$ cat src/rtl/scc_bus_initiator.sv
// rtl/scc_bus_initiator.sv - queued req/ack bus master for the SCC wave-table slave
// Optional ack timeout: define SCC_BUS_TIMEOUT_EN.
module scc_bus_initiator #(
  parameter int FIFO_DEPTH  = 8,
  parameter int IDLE_GAP    = 7,
  parameter int ACK_TIMEOUT = 255
) (
  input  logic        clk21m,
  input  logic        reset,
  input  logic        cmd_valid,
  output logic        cmd_ready,
  input  logic        cmd_wrt,
  input  logic [15:0] cmd_adr,
  input  logic [7:0]  cmd_wdata,
  output logic        rsp_valid,
  output logic [7:0]  rsp_data,
  output logic        rsp_err,
  output logic        busy,
  output logic        bus_req,
  input  logic        bus_ack,
  output logic        bus_wrt,
  output logic [15:0] bus_adr,
  output logic [7:0]  bus_wdata,
  input  logic [7:0]  bus_rdata
);

  localparam int AW = $clog2(FIFO_DEPTH);
  localparam int GW = (IDLE_GAP > 0) ? $clog2(IDLE_GAP + 1) : 1;

  typedef struct packed {
    logic        wrt;
    logic [15:0] adr;
    logic [7:0]  wdata;
  } cmd_t;

  typedef enum logic [1:0] {IDLE, REQ, GAP} state_t;

  cmd_t          fifo_mem [FIFO_DEPTH];
  cmd_t          head;
  logic [AW-1:0] wr_ptr;
  logic [AW-1:0] rd_ptr;
  logic [AW:0]   count;
  state_t        state;
  logic [GW-1:0] gap_cnt;
  logic          push;
  logic          pop;
  logic          timed_out;
  logic          done;

  assign cmd_ready = (count != (AW+1)'(FIFO_DEPTH));
  assign push      = cmd_valid && cmd_ready;
  assign pop       = (state == IDLE) && (count != '0);
  assign head      = fifo_mem[rd_ptr];

  always_ff @(posedge clk21m) begin
    if (push) begin
      fifo_mem[wr_ptr] <= '{wrt: cmd_wrt, adr: cmd_adr, wdata: cmd_wdata};
    end
  end

  always_ff @(posedge clk21m or posedge reset) begin
    if (reset) begin
      wr_ptr <= '0;
      rd_ptr <= '0;
      count  <= '0;
    end else begin
      if (push) wr_ptr <= wr_ptr + 1'b1;
      if (pop)  rd_ptr <= rd_ptr + 1'b1;
      case ({push, pop})
        2'b10:   count <= count + 1'b1;
        2'b01:   count <= count - 1'b1;
        default: count <= count;
      endcase
    end
  end

`ifdef SCC_BUS_TIMEOUT_EN
  localparam int TW = $clog2(ACK_TIMEOUT + 1);
  logic [TW-1:0] to_cnt;

  // Counter value k means k+1 cycles of req have been sampled without ack.
  assign timed_out = (state == REQ) && !bus_ack && (to_cnt == TW'(ACK_TIMEOUT - 1));

  always_ff @(posedge clk21m or posedge reset) begin
    if (reset) begin
      to_cnt <= '0;
    end else if (state != REQ) begin
      to_cnt <= '0;
    end else if (!timed_out) begin
      to_cnt <= to_cnt + 1'b1;
    end
  end
`else
  logic unused_timeout_cfg;
  assign unused_timeout_cfg = ^ACK_TIMEOUT;
  assign timed_out          = 1'b0;
`endif

  assign done = (state == REQ) && (bus_ack || timed_out);

  always_ff @(posedge clk21m or posedge reset) begin
    if (reset) begin
      state     <= IDLE;
      gap_cnt   <= '0;
      bus_req   <= 1'b0;
      bus_wrt   <= 1'b0;
      bus_adr   <= '0;
      bus_wdata <= '0;
      rsp_valid <= 1'b0;
      rsp_data  <= '0;
      rsp_err   <= 1'b0;
      busy      <= 1'b0;
    end else begin
      rsp_valid <= 1'b0;
      rsp_err   <= 1'b0;
      busy      <= (count != '0) || (state != IDLE);
      case (state)
        IDLE: begin
          if (pop) begin
            bus_req   <= 1'b1;
            bus_wrt   <= head.wrt;
            bus_adr   <= head.adr;
            bus_wdata <= head.wdata;
            state     <= REQ;
          end
        end
        REQ: begin
          if (done) begin
            bus_req   <= 1'b0;
            bus_wrt   <= 1'b0;
            bus_adr   <= '0;
            bus_wdata <= '0;
            rsp_err   <= timed_out;
            if (!bus_wrt) begin
              rsp_valid <= 1'b1;
              rsp_data  <= timed_out ? 8'hFF : bus_rdata;
            end
            if (IDLE_GAP == 0) begin
              state <= IDLE;
            end else begin
              gap_cnt <= GW'(IDLE_GAP);
              state   <= GAP;
            end
          end
        end
        GAP: begin
          // Leaving on the count of 1 makes req low exactly IDLE_GAP+1 cycles.
          if (gap_cnt <= GW'(1)) begin
            state <= IDLE;
          end else begin
            gap_cnt <= gap_cnt - 1'b1;
          end
        end
        default: state <= IDLE;
      endcase
    end
  end

endmodule

$ cat config.mk
export PLATFORM = sky130hd
export DESIGN_NAME = scc_bus_initiator
export DESIGN_NICKNAME = d
export VERILOG_FILES = /design/src/rtl/scc_bus_initiator.sv
export SDC_FILE = /design/constraint.sdc
export NUM_CORES = 1
export LEC_CHECK = 0
export ABC_AREA = 1
export ABC_CLOCK_PERIOD_IN_PS = 5010
export BUFFER_PORTS_ARGS = -buffer_cell sky130_fd_sc_hd__buf_4
export CORE_MARGIN = 2
export CORE_UTILIZATION = 44
export CTS_CLUSTER_DIAMETER = 50
export DETAILED_ROUTE_END_ITERATION = 10
export HOLD_SLACK_MARGIN = 0.15
export PLACE_DENSITY = 0.62
export SETUP_SLACK_MARGIN = 0.4
export SLEW_MARGIN = 5
export SYNTH_ARGS = -nofsm -noshare
export SYNTH_HDL_FRONTEND = slang
export SYNTH_SLANG_ARGS = --single-unit
$ cat constraint.sdc
create_clock -name clk21m -period 5.01 [get_ports clk21m]
set_input_delay 1.002 -clock clk21m [delete_from_list [all_inputs] [get_ports clk21m]]
set_output_delay 1.002 -clock clk21m [all_outputs]
set_load 0.01 [all_outputs]
==> summary.txt <==
Global routing
  – Gr ovfl total: 0
  – Initial antenna violation count: 0
  – First-pass GRT wire length: approximately 35,000 um
  – Gr usage total: 0.185
  – Largest net degree at the start of global routing: 102
  – Vias in the first global route: between 6,000 and 7,000

Worst setup path
  – CP max stage delay: between 0.5 and 0.6 ns
  – Worst setup path startpoint: state[0]$_DFFE_PP0P_
  – Family with the most delay on the worst path: buffers and inverters
  – CP startpoint kind: flip-flop
  – Critical path capture point type: flip-flop
  – Crit path buffers/inverters: 2
  – CP dominant cell by count: ha_1
  – Req. time, crit path: between 5 and 6 ns
  – Crit path max fanout: 30
  – Reg2reg start: state[0]$_DFFE_PP0P_
  – Crit Path Category: reg -> reg
  – CP arrival: about 2.9 ns
  – Critical Path Slowest Stage Cell: inv_2
  – Cell Chain, Critical Path: nor2_2, nand2_4, inv_2, ha_1, nand2_1, inv_1, nor2_1, ha_1, a21oi_1, xor2_1, o21ai_0

Timing
  – Skew final: ~0.023 ns
  – Hold Vio Cnt, Final: 0
  – Final period utilization: 0.489
  – Final number of max-transition violations: 0
  – Final setup viols: 0
  – RSZ-0062 raised after global routing: false
  – Slew margin rel.: 0.208
  – Fmax: about 0.41 GHz
  – Final TNS setup: 0 ns
  – Min Clock Period, post-route: around 2.5 ns
  – Actual slew at the worst max-slew pin: between 1 and 1.5 ns
  – Final worst setup slack: roughly 2.6 ns

CTS
  – Worst-Skew Late Latency: 0.54 ns
  – CTS tree: built
  – H-tree Lvls: 1
  – Worst-path clk slew: 0.06 ns
  – # hold bufs at CTS: 0
  – CTS buffer count: 27
  – # Post-CTS Setup Buffers: 0
  – Clock buffer depth: 3
  – Root buf cell: clkbuf_16
  – TritonCTS Sinks: about 250
  – Post-CTS sizing: 0

Route
  – Via count: ~6,400
  – Wirelength per Cell: about 18 um
  – Vias/cell: 5.23
  – Detail Route Antenna Nets: 0
  – Remaining DRCs: 0
  – DR pass1 iterations: 5
  – Initial DRC count: approximately 440
  – DRT Wirelength: approximately 22,000 um

Floorplan
  – Top Ports: between 70 and 80
  – Height of the die: about 160 um
  – Core Rows: between 50 and 60
  – Die W: 156 um
  – Initial core utilization: 0.448
  – Die area: about 0.024 mm2
  – Core area: about 0.023 mm2

Logic synthesis
  – Mapped cell area: slightly above 0.01 mm2
  – Mean Syn Cell Area: 11.8 um2
  – Top FF cell, synth: edfxtp_1
  – Sequential-to-total area share from yosys stat: 0.721
  – Cell count after synthesis: approximately 860
  – Synth Area in Compound Gates: 0.0580
  – XOR/XNOR Fraction of Synth Area: 0.00520
  – Syn Nets: 899
  – Largest family of logic cells by synthesized area: simple AND/OR/NAND/NOR gates
  – Distinct cells, synth: 29
  – Ys async rst share: 0.203
  – Adder-Cell Fraction of Synth Area: 0.00867
  – Synth warnings: 0
  – Mux contribution to synthesized area: 0
  – Post-synth EDFFs: 200
  – Seq cells post-synth: around 250
  – Post-Synth Simple-Gate Area: 0.167

Status
  – Status: finished, final reports clean

Finish
  – Ratio of cells with drive above 1 in the final layout: 0.169
  – Filler cells: roughly 2,000
  – Area Growth Syn to Fin: 16.2%
  – Most frequent cells in the layout: nor2_1, edfxtp_1, o21ai_0
  – Commonest non-fill, non-tap cell in the layout: nor2_1
  – N_diodes: 0
  – Nets: around 970

Placement
  – DP HPWL: roughly 11,000 um
  – Place WS: 2.29 ns
  – IO buf count: 73
  – GPL Wtd Cong: roughly 0.75

Power and ir drop
  – PD cells: approximately 620 mW/mm2
  – Leakage power: 0.00452 uW
  – Maximum vdd drop: about 340 uV

Run
  – Max Cap Viol: 0

Min path
  – Hold path start: bus_adr[9]$_DFFE_PP0P_
  – Hold Crit Class: reg -> reg
## worst min-delay path, cell delays in order (launching register included)
cell and delay [ns]:
dfrtp_1 0.34, nand2_1 0.05, nand2_1 0.05
## area by class of cell
cell class                 instances  area (um2)  share of cell area
inverter                          23        86.3             0.00736
multi-input combinational        535        2440               0.208
timing repair buffer              87         653              0.0556
sequential                       251        7280               0.621
clock inverter                    20         211              0.0180
clock buffer                      30         707              0.0602
tap                              285         357              0.0304
## final timing paths
kind                            depth (start not counted)  slack, ns                  endpoint
worst max-delay path                                   11       2.56      count[2]$_DFFE_PP0P_
worst min-delay path                                    2       0.48    bus_adr[9]$_DFFE_PP0P_
worst max register to register                         11       2.56      count[2]$_DFFE_PP0P_
worst min register to register                          2       0.48    bus_adr[9]$_DFFE_PP0P_
max in group asynchronous                               3       3.77     rd_ptr[0]$_DFFE_PP0P_
min in group asynchronous                               3       0.70  bus_wdata[5]$_DFFE_PP0P_
## per-stage QoR
step / cells / power [uW] / cell area [um2] / hold WS (ns) / util
finish: 1231 / 7320 / 11700 / 0.480 / 0.520
global route: 1231 / 7800 / 11700 / 0.503 / 0.520
CTS: 1231 / 7390 / 11700 / 0.488 / 0.520
detailed placement: 1181 / 5360 / 10800 / 0.471 / 0.479
global placement: 1181 / 5290 / 10800 / 0.464 / 0.479
floorplan: 855 / 4640 / 10100 / 0.465 / -
## state kept, by name, indices dropped and copies added, names as in the netlist, 2 cells and up
| register | flops |
|---|---|
| wr_ptr | 3 |
| rsp_data | 8 |
| bus_wdata | 8 |
| count | 4 |
| gap_cnt | 3 |
| fifo_mem | 200 |
| bus_adr | 16 |
| state | 2 |
| rd_ptr | 3 |
## where the power goes
| part | leakage (uW) | switching [uW] | internal, uW |
|---|---|---|---|
| Sequential | 0.00244 | 181 | 2700 |
| Clock | 0.000462 | 810 | 1230 |
| Combinational | 0.00161 | 1610 | 783 |
| Total | 0.00452 | 2600 | 4710 |
## synth_stat cells (2+ instances only)
cell,count,area share
o21ai_1,13,0.0064
nand3_2,6,0.0059
clkbuf_1,7,0.0026
xnor2_1,2,0.0017
buf_6,12,0.013
nand2_1,98,0.036
buf_4,4,0.0030
clkbuf_2,4,0.0020
inv_2,3,0.0011
edfxtp_1,200,0.59
nor2_1,214,0.080
dfrtp_1,51,0.13
xor2_1,4,0.0035
nor2_2,2,0.0012
ha_1,7,0.0087
nand3_1,79,0.039
o21ai_0,102,0.051
a21oi_1,2,0.00099
inv_1,19,0.0071
buf_2,17,0.0084
## per-layer routing
layer	GRT usage	wire length, um
met3	0.0273	1080
met5	0	0
met4	0.0398	372
met2	0.307	10400
met1	0.261	10300
## kinds of logic (layout without fill, tap and decap cells)
logic type	after synthesis	after routing
adder cells (fa/ha/maj)	7	7
XOR/XNOR	6	6
other	1	1
flip-flops	251	251
AND/OR/NAND/NOR	404	404
AO/OA/AOI/OAI	117	117
buffers and inverters	69	160
Power figures use the tool's default switching activity.
